===== src/rtl/mux_bit_serializer_pkg.sv =====
// Shared types and constants for the bit-serial 2:1 mux sequencer.
package mux_bit_serializer_pkg;

   localparam int unsigned DEFAULT_WIDTH = 8;

   typedef enum logic [1:0] {
      ST_IDLE  = 2'd0,
      ST_SHIFT = 2'd1,
      ST_DONE  = 2'd2
   } state_t;

endpackage


===== src/rtl/mux_bit_serializer.sv =====
// Streams two latched operands and a select mask LSB-first into an external
// 2:1 mux and reassembles the mux output into a parallel result word.
module mux_bit_serializer
   import mux_bit_serializer_pkg::*;
#(
   parameter int unsigned WIDTH = DEFAULT_WIDTH
) (
   input  logic             clk,
   input  logic             rst_n,
   input  logic             start,
   input  logic [WIDTH-1:0] a,
   input  logic [WIDTH-1:0] b,
   input  logic [WIDTH-1:0] sel_mask,
   output logic             s0_bit,
   output logic             s1_bit,
   output logic             sel_bit,
   input  logic             mux_out,
   output logic             busy,
   output logic             bit_valid,
   output logic             done,
   output logic [WIDTH-1:0] result
);

   localparam int unsigned CNT_W = (WIDTH > 1) ? $clog2(WIDTH) : 1;
   localparam logic [CNT_W-1:0] LAST_IDX = CNT_W'(WIDTH - 1);

   state_t            r_state;
   state_t            w_state_nxt;
   logic [CNT_W-1:0]  r_cnt;
   logic [WIDTH-1:0]  r_a_sh;
   logic [WIDTH-1:0]  r_b_sh;
   logic [WIDTH-1:0]  r_m_sh;
   logic [WIDTH-1:0]  r_acc;
   logic [WIDTH-1:0]  r_result;
   logic              r_busy;
   logic              r_bit_valid;
   logic              r_done;
   logic              w_load;
   logic              w_shift;
   logic              w_last;
   logic [WIDTH-1:0]  w_acc_nxt;

   // State register
   always_ff @(posedge clk) begin
      if (!rst_n) r_state <= ST_IDLE;
      else        r_state <= w_state_nxt;
   end

   // Next-state and datapath strobes
   always_comb begin
      w_state_nxt = r_state;
      w_load      = 1'b0;
      w_shift     = 1'b0;
      w_last      = 1'b0;
      case (r_state)
         ST_IDLE: begin
            if (start) begin
               w_load      = 1'b1;
               w_state_nxt = ST_SHIFT;
            end
         end
         ST_SHIFT: begin
            w_shift = 1'b1;
            if (r_cnt == LAST_IDX) begin
               w_last      = 1'b1;
               w_state_nxt = ST_DONE;
            end
         end
         ST_DONE: w_state_nxt = ST_IDLE;
         default: w_state_nxt = ST_IDLE;
      endcase
   end

   // Captured bit enters at the MSB so the first bit lands at bit 0 after WIDTH shifts
   assign w_acc_nxt = {mux_out, r_acc[WIDTH-1:1]};

   always_ff @(posedge clk) begin
      if (!rst_n) begin
         r_cnt    <= '0;
         r_a_sh   <= '0;
         r_b_sh   <= '0;
         r_m_sh   <= '0;
         r_acc    <= '0;
         r_result <= '0;
      end else if (w_load) begin
         r_cnt  <= '0;
         r_a_sh <= a;
         r_b_sh <= b;
         r_m_sh <= sel_mask;
         r_acc  <= '0;
      end else if (w_shift) begin
         r_cnt  <= r_cnt + CNT_W'(1);
         r_a_sh <= r_a_sh >> 1;
         r_b_sh <= r_b_sh >> 1;
         r_m_sh <= r_m_sh >> 1;
         r_acc  <= w_acc_nxt;
         if (w_last) r_result <= w_acc_nxt;
      end
   end

   // Status flags registered from the next state so they align with r_state
   always_ff @(posedge clk) begin
      if (!rst_n) begin
         r_busy      <= 1'b0;
         r_bit_valid <= 1'b0;
         r_done      <= 1'b0;
      end else begin
         r_busy      <= (w_state_nxt == ST_SHIFT);
         r_bit_valid <= (w_state_nxt == ST_SHIFT);
         r_done      <= (w_state_nxt == ST_DONE);
      end
   end

   assign s0_bit    = r_a_sh[0];
   assign s1_bit    = r_b_sh[0];
   assign sel_bit   = r_m_sh[0];
   assign busy      = r_busy;
   assign bit_valid = r_bit_valid;
   assign done      = r_done;
   assign result    = r_result;

endmodule


===== config.mk =====
export PLATFORM = sky130hd
export DESIGN_NAME = mux_bit_serializer
export DESIGN_NICKNAME = d
export VERILOG_FILES = /design/src/rtl/mux_bit_serializer_pkg.sv /design/src/rtl/mux_bit_serializer.sv
export SDC_FILE = /design/constraint.sdc
export NUM_CORES = 1
export LEC_CHECK = 0
export ABC_AREA = 0
export ABC_CLOCK_PERIOD_IN_PS = 1550
export CORE_MARGIN = 3
export CORE_UTILIZATION = 30
export CTS_BUF_LIST = sky130_fd_sc_hd__clkbuf_16
export DETAILED_ROUTE_END_ITERATION = 12
export HOLD_SLACK_MARGIN = 0.02
export SETUP_SLACK_MARGIN = 0.15
export SLEW_MARGIN = 20
export SYNTH_ARGS = -nofsm -noshare
export SYNTH_HDL_FRONTEND = slang
export SYNTH_SLANG_ARGS = --single-unit

===== constraint.sdc =====
create_clock -name clk -period 1.55 [get_ports clk]
set_input_delay 0.2325 -clock clk [delete_from_list [all_inputs] [get_ports clk]]
set_output_delay 0.2325 -clock clk [all_outputs]
set_load 0.01 [all_outputs]

==> impl_metrics.ini, run 1 <==
[synthesis]
synthAdderAreaFrac_pct = 1.35
synth_fp_nets = 254
ys_warn_count = 0
yosys-mux-area-fraction_pct = 0
netlist_area_um2 = 1860
syn_avg_cell_area_um2 = 8.28
synth_top_family_by_area = compound AO/OA/AOI/OAI gates
ys_ff_latch = 46
synth_edf_count = 0
synthSimpleGateAreaFrac_pct = 17.4
async_reset_ff_share_pct = 0
ys.flop_type = dfxtp_1
syn_inst = 224
yosysSeqAreaShare_pct = 49.6
synth_cell_types = 25
synth_compound_area_share_pct = 24.9
synth_xor_xnor_area_share_pct = 0.472

[timing]
drv_slew = 0
rsz0062_at_grt = no
holdWs_ps = 448
setup_viol = 0
finalSetupTns_ps = 0
hold_violations = 0
timing.fmax_mhz = 741
fin_worst_skew_ps = 8.51
worst_pin_slew_ps = 326
fin_crit_ps = 1350
fin_crit_sh_pct = 87.1
slew_headroom_pct = 78.3

[critical_path]
crit_buf_inv = 1
end_kind = output pin
critPathTopFamily = buffers and inverters
path_class = reg2out
slowest_stage = clkdlybuf4s50_1
worstPathMaxFanout = 1
cp_cell_sequence = clkdlybuf4s50_1
crit_arrival_ps = 1120
critPathLaunchType = register
critPathRequiredTime_ps = 1320
critical_path.max_stage_delay_ps = 520

[placement]
gp_congestion = 0.736
io_buffers = 41
dpl.hpwl_um = 2590

[power]
ir_drop_mv = 0.634
p_int_mw = 2.01
power_mw = 2.66
comb_power_share_pct = 13.0
p_sw_mw = 0.648
p_seq_share_pct = 48.1
p_clk_share_pct = 38.9
p_sw_share_pct = 24.4
powerDensity_nw_per_um2 = 1050
leakage_nw = 1.09

[die]
die_x_um = 84.6
start_util_pct = 31.2
dieArea_um2 = 7160
fp.dieH_um = 84.6
io_pins = 42
fp-row-count = 28
core-area_um2 = 5960

[worst_hold_path]
hold_class = reg2reg

[routing]
drc_errors = 0
vias = 1613
first_pass_iters = 5
drt_iter0_markers = 115
wirelength_um = 4080
viasPerCell = 4.74
wl_per_cell_um = 12.0
drtAntennaViolNets = 0

[clock_tree]
root_buffer = clkbuf_16
cts_buffers = 5
cts.sinks = 46
tritoncts = done
path_clk_slew_ps = 60
holdBufCountCts = 0
insertion_delay_ps = 290
htreeDepth = 2
cts_buffer_depth = 2

[grt]
grt_pass1_wl_um = 6840
grt_pass1_vias = 1476
track_usage_pct = 11.8
grt_overflow = 0
grt_antenna_before_repair = 0
grt_max_degree = 38

[outcome]
status = complete, no violations

[final_layout]
drive_above_1_share_pct = 8.30
n_antenna_cell = 0
layout.nets = 294
area_growth_pct = 36.5

[job]
maxCapViolations = 0
==> power by group through the flow <==
stage	registers [mW]	clock network (mW)	logic (mW)
6_report	1.28	1.04	0.346
3_3_place_gp	1.30	0	0.352
3_5_place_dp	1.31	0	0.354
5_1_grt	1.29	1.11	0.387
4_1_cts	1.28	1.07	0.351
2_1_floorplan	1.30	0	0.208
==> cell usage in the layout (no fill, tap or decap), drive strengths merged <==
master and count:
nand2b 2, a21boi 11, xnor2 1, o22ai 3, clkbuf 5, nor3b 1, ha 2, inv 3
o21ai 22, nor2 1, dlymetal6s2s 11, buf 10, o21ba 1, a21oi 48, dlygate4sd2 2, nand3 11
dfxtp 46, or3b 1, nand2 48, and3 2, clkinv 2, and2 2, nand3b 1, clkdlybuf4s50 28
and2b 1
==> worst paths after layout <==
kind | slack, ps | startpoint | cells past startpoint | end
min reg2reg | 450 | r_m_sh[2] | 2 | r_m_sh[1]
min | 450 | r_m_sh[2] | 2 | r_m_sh[1]
max reg2reg | 260 | r_cnt[0] | 6 | result[7]
max | 200 | done | 1 | done
==> metal layers <==
metal	global-route usage (%)	vias up	share of wire (%)
li1	-	841	-
met1	14.6	725	46
met2	19.3	39	46
met3	4.32	8	6.0
met4	3.45	0	1.3
met5	0	-	0
==> area by class of cell <==
| type | count | area [um^2] |
|---|---|---|
| clock buffer | 5 | 125 |
| clock inverter | 3 | 17.5 |
| timing repair buffer | 51 | 548 |
| fill | 643 | 3420 |
| inverter | 2 | 7.51 |
| multi-input combinational | 158 | 818 |
| sequential | 46 | 922 |
| tap | 75 | 93.8 |
==> cells by family after synthesis <==
kind of cell,Yosys count
AO/OA/AOI/OAI,85
XOR/XNOR,1
adder cells (fa/ha/maj),2
buffers and inverters,20
flip-flops,46
AND/OR/NAND/NOR,70
==> synthesized netlist by cell type (2+ instances only) <==
master,instances,area share [%]
buf_4,2,0.81
inv_1,2,0.40
o21ai_0,4,1.1
buf_2,9,2.4
nand3_1,11,3.0
and2_1,2,0.67
o21ai_1,18,4.9
and3_1,2,0.67
o22ai_1,3,1.0
dfxtp_1,46,50
nand2_1,47,9.5
ha_1,2,1.3
nand2b_1,2,0.67
clkbuf_1,4,0.81
buf_6,3,1.8
a21boi_0,11,4.5
a21oi_1,48,13
==> tightest hold or removal path: stages, from the launching register on <==
cell,delay (ps)
dfxtp_1,310
nand2_1,50
a21oi_1,50
==> through the flow <==
step	cell area (um^2)	utilization, %	cells	setup WS [ps]
floorplan	1860	-	224	336
global placement	2350	39.4	330	-37.3
detailed placement	2350	39.4	330	-66.2
CTS	2490	41.8	338	152
global route	2530	42.5	340	145
finish	2530	42.5	340	200
==> flip-flops by register name, summed over array words and instances, names as in the netlist <==
register	count
r_a_sh	8
result	8
r_b_sh	8
r_cnt	3
r_m_sh	8
bit_valid	1
r_state	2
r_acc	7
done	1
==> what timing repair did <==
item                                    CTS  global route
endpoints found under the hold margin     0             0
buffers inserted                          0             2
endpoints found under the setup margin    2            21
resized for setup                         2            13
Note: power is estimated with default switching activity, not from simulation.
==> run 2, diff against run 1 <==
--- a/config.mk
+++ b/config.mk
@@ -6,12 +6,15 @@
 export NUM_CORES = 1
 export LEC_CHECK = 0
 export ABC_AREA = 0
-export ABC_CLOCK_PERIOD_IN_PS = 1550
+export ABC_CLOCK_PERIOD_IN_PS = 1100
+export CELL_PAD_IN_SITES_DETAIL_PLACEMENT = 0
+export CELL_PAD_IN_SITES_GLOBAL_PLACEMENT = 1
 export CORE_MARGIN = 3
 export CORE_UTILIZATION = 30
 export CTS_BUF_LIST = sky130_fd_sc_hd__clkbuf_16
 export DETAILED_ROUTE_END_ITERATION = 12
 export HOLD_SLACK_MARGIN = 0.02
+export PLACE_DENSITY_LB_ADDON = 0.1
 export SETUP_SLACK_MARGIN = 0.15
 export SLEW_MARGIN = 20
 export SYNTH_ARGS = -nofsm -noshare
==> constraint.sdc (replaced) <==
create_clock -name clk -period 1.1 [get_ports clk]
set_input_delay 0.165 -clock clk [delete_from_list [all_inputs] [get_ports clk]]
set_output_delay 0.165 -clock clk [all_outputs]
set_load 0.01 [all_outputs]
==> impl_metrics.ini, run 2 (same netlist as run 1, synthesis figures left out) <==
[routing]
drtAntennaViolNets = 0
wirelength_um = 4950
drc_errors = 0
wl_per_cell_um = 14.0
viasPerCell = 4.74
first_pass_iters = 4
vias = 1678
drt_iter0_markers = 63

[critical_path]
critPathRequiredTime_ps = 1270
worstPathMaxFanout = 12
cp_cell_sequence = or3b_4, o21ai_1, a21oi_1
path_class = reg2reg
crit_arrival_ps = 1380
slowest_stage = or3b_4
end_kind = register
crit_buf_inv = 0
critical_path.max_stage_delay_ps = 520
critPathLaunchType = register
critPathTopFamily = simple AND/OR/NAND/NOR gates

[grt]
grt_antenna_before_repair = 0
track_usage_pct = 13.7
grt_pass1_vias = 1609
grt_pass1_wl_um = 7910
grt_overflow = 0
grt_max_degree = 38

[worst_hold_path]
hold_class = reg2reg

[timing]
fin_worst_skew_ps = 1.51
hold_violations = 0
drv_slew = 0
timing.fmax_mhz = 829
rsz0062_at_grt = yes
slew_headroom_pct = 83.4
worst_pin_slew_ps = 249
worst_slack_ps = -107
fin_crit_ps = 1210
setup_viol = 44
fin_crit_sh_pct = 110

[die]
dieArea_um2 = 7160
core-area_um2 = 5960
start_util_pct = 31.2
die_x_um = 84.6
fp.dieH_um = 84.6
io_pins = 42
fp-row-count = 28

[final_layout]
n_antenna_cell = 0
layout_common_cells = 42 x nand2_1, 39 x dfxtp_1, 36 x a21oi_1
layout.nets = 308
drive_above_1_share_pct = 31.9
fillers = 618
utilization_pct = 47.0
area_growth_pct = 50.8
mostFrequentLayoutCell = nand2_1

[placement]
io_buffers = 41
dpl.hpwl_um = 2920
gp_congestion = 0.689
pre_cts_slack_ps = -445

[clock_tree]
cts_buffer_depth = 2
root_buffer = clkbuf_16
cts.sinks = 46
tritoncts = done
htreeDepth = 2
cts_buffers = 5
path_clk_slew_ps = 60
insertion_delay_ps = 280

[outcome]
status = finished with violations
violations = negative setup slack

[power]
power_mw = 3.89
leakage_nw = 1.03
powerDensity_nw_per_um2 = 1390
ir_drop_mv = 0.568

[job]
maxCapViolations = 0
-- run 2: changes by cell type in the layout (fill, tap and decap cells not counted), sizes merged --
cell,delta
or3b,+1
dlygate4sd2,-1
clkdlybuf4s50,-2
buf,+25
dlymetal6s2s,-11
clkbuf,+2
-- run 2: metrics by stage --
stage	cells	area (um^2)	TNS [ps]	hold WS [ps]
after CTS	351	2650	-2550	455
after floorplan	224	1890	-3030	300
final	354	2800	-2620	454
after detailed placement	338	2440	-15180	443
after global placement	338	2440	-15680	442
after global routing	354	2800	-5270	480
-- run 2: final timing paths --
path               endpoint  slack, ps  cells after the start        from
setup / recovery  r_b_sh[1]       -110                      3  r_state[1]
hold / removal    r_b_sh[4]        450                      2   r_b_sh[5]
setup reg to reg  r_b_sh[1]       -110                      3  r_state[1]
hold reg to reg   r_b_sh[4]        450                      2   r_b_sh[5]
-- run 2: cell type report --
| cell class | instances | area (um^2) | share of cell area (%) |
|---|---|---|---|
| Clock buffer | 5 | 125 | 4.47 |
| Clock inverter | 3 | 12.5 | 0.447 |
| Inverter | 2 | 7.51 | 0.268 |
| Multi-Input combinational cell | 159 | 998 | 35.7 |
| Sequential cell | 46 | 935 | 33.4 |
| Tap cell | 75 | 93.8 | 3.35 |
| Timing Repair Buffer | 64 | 626 | 22.4 |
-- run 2: metal layers --
metal / vias to the layer above / GRT usage [%] / part of all wire [%]
li1: 878 / - / -
met1: 762 / 20.1 / 52
met2: 34 / 19.5 / 42
met3: 4 / 3.83 / 4.8
met4: 0 / 3.88 / 0.85
met5: - / 0 / 0
-- run 2: worst register-to-register path, delay by kind of cell (launching register included) --
| family | cells | cell delay, ps |
|---|---|---|
| simple gates | 1 | 520 |
| flops | 1 | 360 |
| compound gates | 2 | 220 |
-- run 2: what timing repair did --
action	in CTS	in global routing
resized for setup	93	25
hold buffers	0	0
pin swaps	24	12
endpoints found under the setup margin	60	48
setup buffers	2	0
cloned	3	3
-- run 2: power breakdown --
part	leakage [nW]	internal, mW	total, mW	switching [mW]
registers	0.381	1.75	1.81	0.0596
clock network	0.0724	0.821	1.40	0.582
logic	0.577	0.356	0.668	0.312
total	1.03	2.93	3.89	0.954
==> run 3, diff against run 2 <==
--- a/config.mk
+++ b/config.mk
@@ -11,7 +11,7 @@
 export CELL_PAD_IN_SITES_GLOBAL_PLACEMENT = 1
 export CORE_MARGIN = 3
 export CORE_UTILIZATION = 30
-export CTS_BUF_LIST = sky130_fd_sc_hd__clkbuf_16
+export CTS_BUF_LIST = sky130_fd_sc_hd__clkbuf_4 sky130_fd_sc_hd__clkbuf_8
 export DETAILED_ROUTE_END_ITERATION = 12
 export HOLD_SLACK_MARGIN = 0.02
 export PLACE_DENSITY_LB_ADDON = 0.1
==> impl_metrics.ini, run 3 (same netlist as run 1, synthesis figures left out) <==
[critical_path]
rr_worst_depth = 6
crit_arrival_ps = 1410
end_kind = register
r2r_slack_ps = -130
r2r-start = r_state[0]
critPathRequiredTime_ps = 1280
critPathLaunchType = register
worstPathMaxFanout = 5
path_class = reg2reg
regToRegEndpoint = r_a_sh[0]

[power]
power_mw = 3.51
ir_drop_mv = 0.599
powerDensity_nw_per_um2 = 1280
leakage_nw = 1.00

[worst_hold_path]
hold_class = in2reg
min_from = b[7]
min_delay_worst_endpoint = r_b_sh[7]
whs_path_depth = 3

[final_layout]
mostFrequentLayoutCell = nand2_1
area_growth_pct = 48.5
n_antenna_cell = 0
fin_area_um2 = 2760
layout_common_cells = 45 x nand2_1, 36 x a21oi_1, 30 x dfxtp_1
utilization_pct = 46.3
layout.nets = 308
drive_above_1_share_pct = 35.8
stdcell_count = 354
fillers = 631

[timing]
timing.fmax_mhz = 816
drv_slew = 0
fin_worst_skew_ps = 1.22
rsz0062_at_grt = yes
worst_slack_ps = -126
setup_viol = 46
slew_headroom_pct = 82.7
worst_pin_slew_ps = 259
fin_crit_ps = 1230
holdWs_ps = 447
hold_violations = 0
fin_crit_sh_pct = 111

[job]
maxCapViolations = 0

[die]
io_pins = 42
start_util_pct = 31.2
fp.dieH_um = 84.6
dieArea_um2 = 7160
fp-row-count = 28
core-area_um2 = 5960
die_x_um = 84.6

[clock_tree]
htreeDepth = 2
cts_buffers = 5
insertion_delay_ps = 290
cts_buffer_depth = 2
cts.sinks = 46
path_clk_slew_ps = 80
root_buffer = clkbuf_8
tritoncts = done

[routing]
first_pass_iters = 4
viasPerCell = 4.74
vias = 1677
drtAntennaViolNets = 0
drc_errors = 0
wirelength_um = 4770
wl_per_cell_um = 13.5
drt_iter0_markers = 58

[grt]
grt_max_degree = 38
grt_antenna_before_repair = 0
grt_overflow = 0
track_usage_pct = 13.7
grt_pass1_wl_um = 7900
grt_pass1_vias = 1611

[placement]
io_buffers = 41
dpl.hpwl_um = 2920
place_area_um2 = 2440
place_inst = 338
gp_congestion = 0.689

[outcome]
violations = negative setup slack
status = finished with violations
==> run 3: cell types whose count changed in the layout (fill, tap and decap cells not counted), moves of 4 or more <==
cell	previous run	this run
buf_2	14	10
buf_4	7	11
dfxtp_2	5	14
clkbuf_8	0	6
dfxtp_1	39	30
clkbuf_16	7	0
==> run 3: worst max-delay path by stage <==
stage               startpoint        end  slack [ps]  depth (start not counted)
finish              r_state[0]  r_a_sh[0]        -130                          6
global placement         start  r_b_sh[6]        -470                          4
floorplan           r_state[0]  r_b_sh[1]        -110                          5
detailed placement       start   r_cnt[0]        -440                          4
global route        r_state[0]  r_b_sh[6]        -170                          6
CTS                 r_state[0]  r_m_sh[7]        -110                          6
==> run 3: layer usage <==
metal	track usage, %	vias to the layer above	wire (um)
met2	19.5	38	2050
met1	20.0	755	2450
met5	0	-	0
li1	-	880	-
met3	3.83	4	237
met4	3.88	0	40
==> run 3: final cells by class <==
class	instances	area (um^2)	area share, %
clock inverter	1	5.00	0.182
multi-input combinational	159	1000	36.5
sequential	46	946	34.3
tap	75	93.8	3.41
clock buffer	7	90.1	3.27
timing repair buffer	64	608	22.1
inverter	2	7.51	0.272
==> run 3: power by group <==
group          switching [mW]  internal, mW  total (mW)
Combinational           0.299         0.333       0.633
Clock                   0.536         0.532        1.07
Sequential             0.0603          1.75        1.81
Total                   0.895          2.62        3.51
==> run 3: worst max-delay path: stages (launching register included) <==
cell,delay (ps)
dfxtp_4,370
buf_6,120
buf_4,120
buf_6,110
o21ba_4,200
o21ai_2,130
a21oi_1,50
==> run 3: stage by stage <==
stage	setup slack (ps)	setup TNS (ps)
global placement	-465	-15680
detailed placement	-445	-15180
CTS	-113	-2820
global route	-174	-5590
finish	-126	-3110
floorplan	-114	-3030
==> run 3: what timing repair did <==
item,in CTS,in global routing
endpoints found under the setup margin,60,49
resized for setup,100,29
cloned,3,0
setup buffers,2,3
hold buffers,0,0
pin swaps,23,9
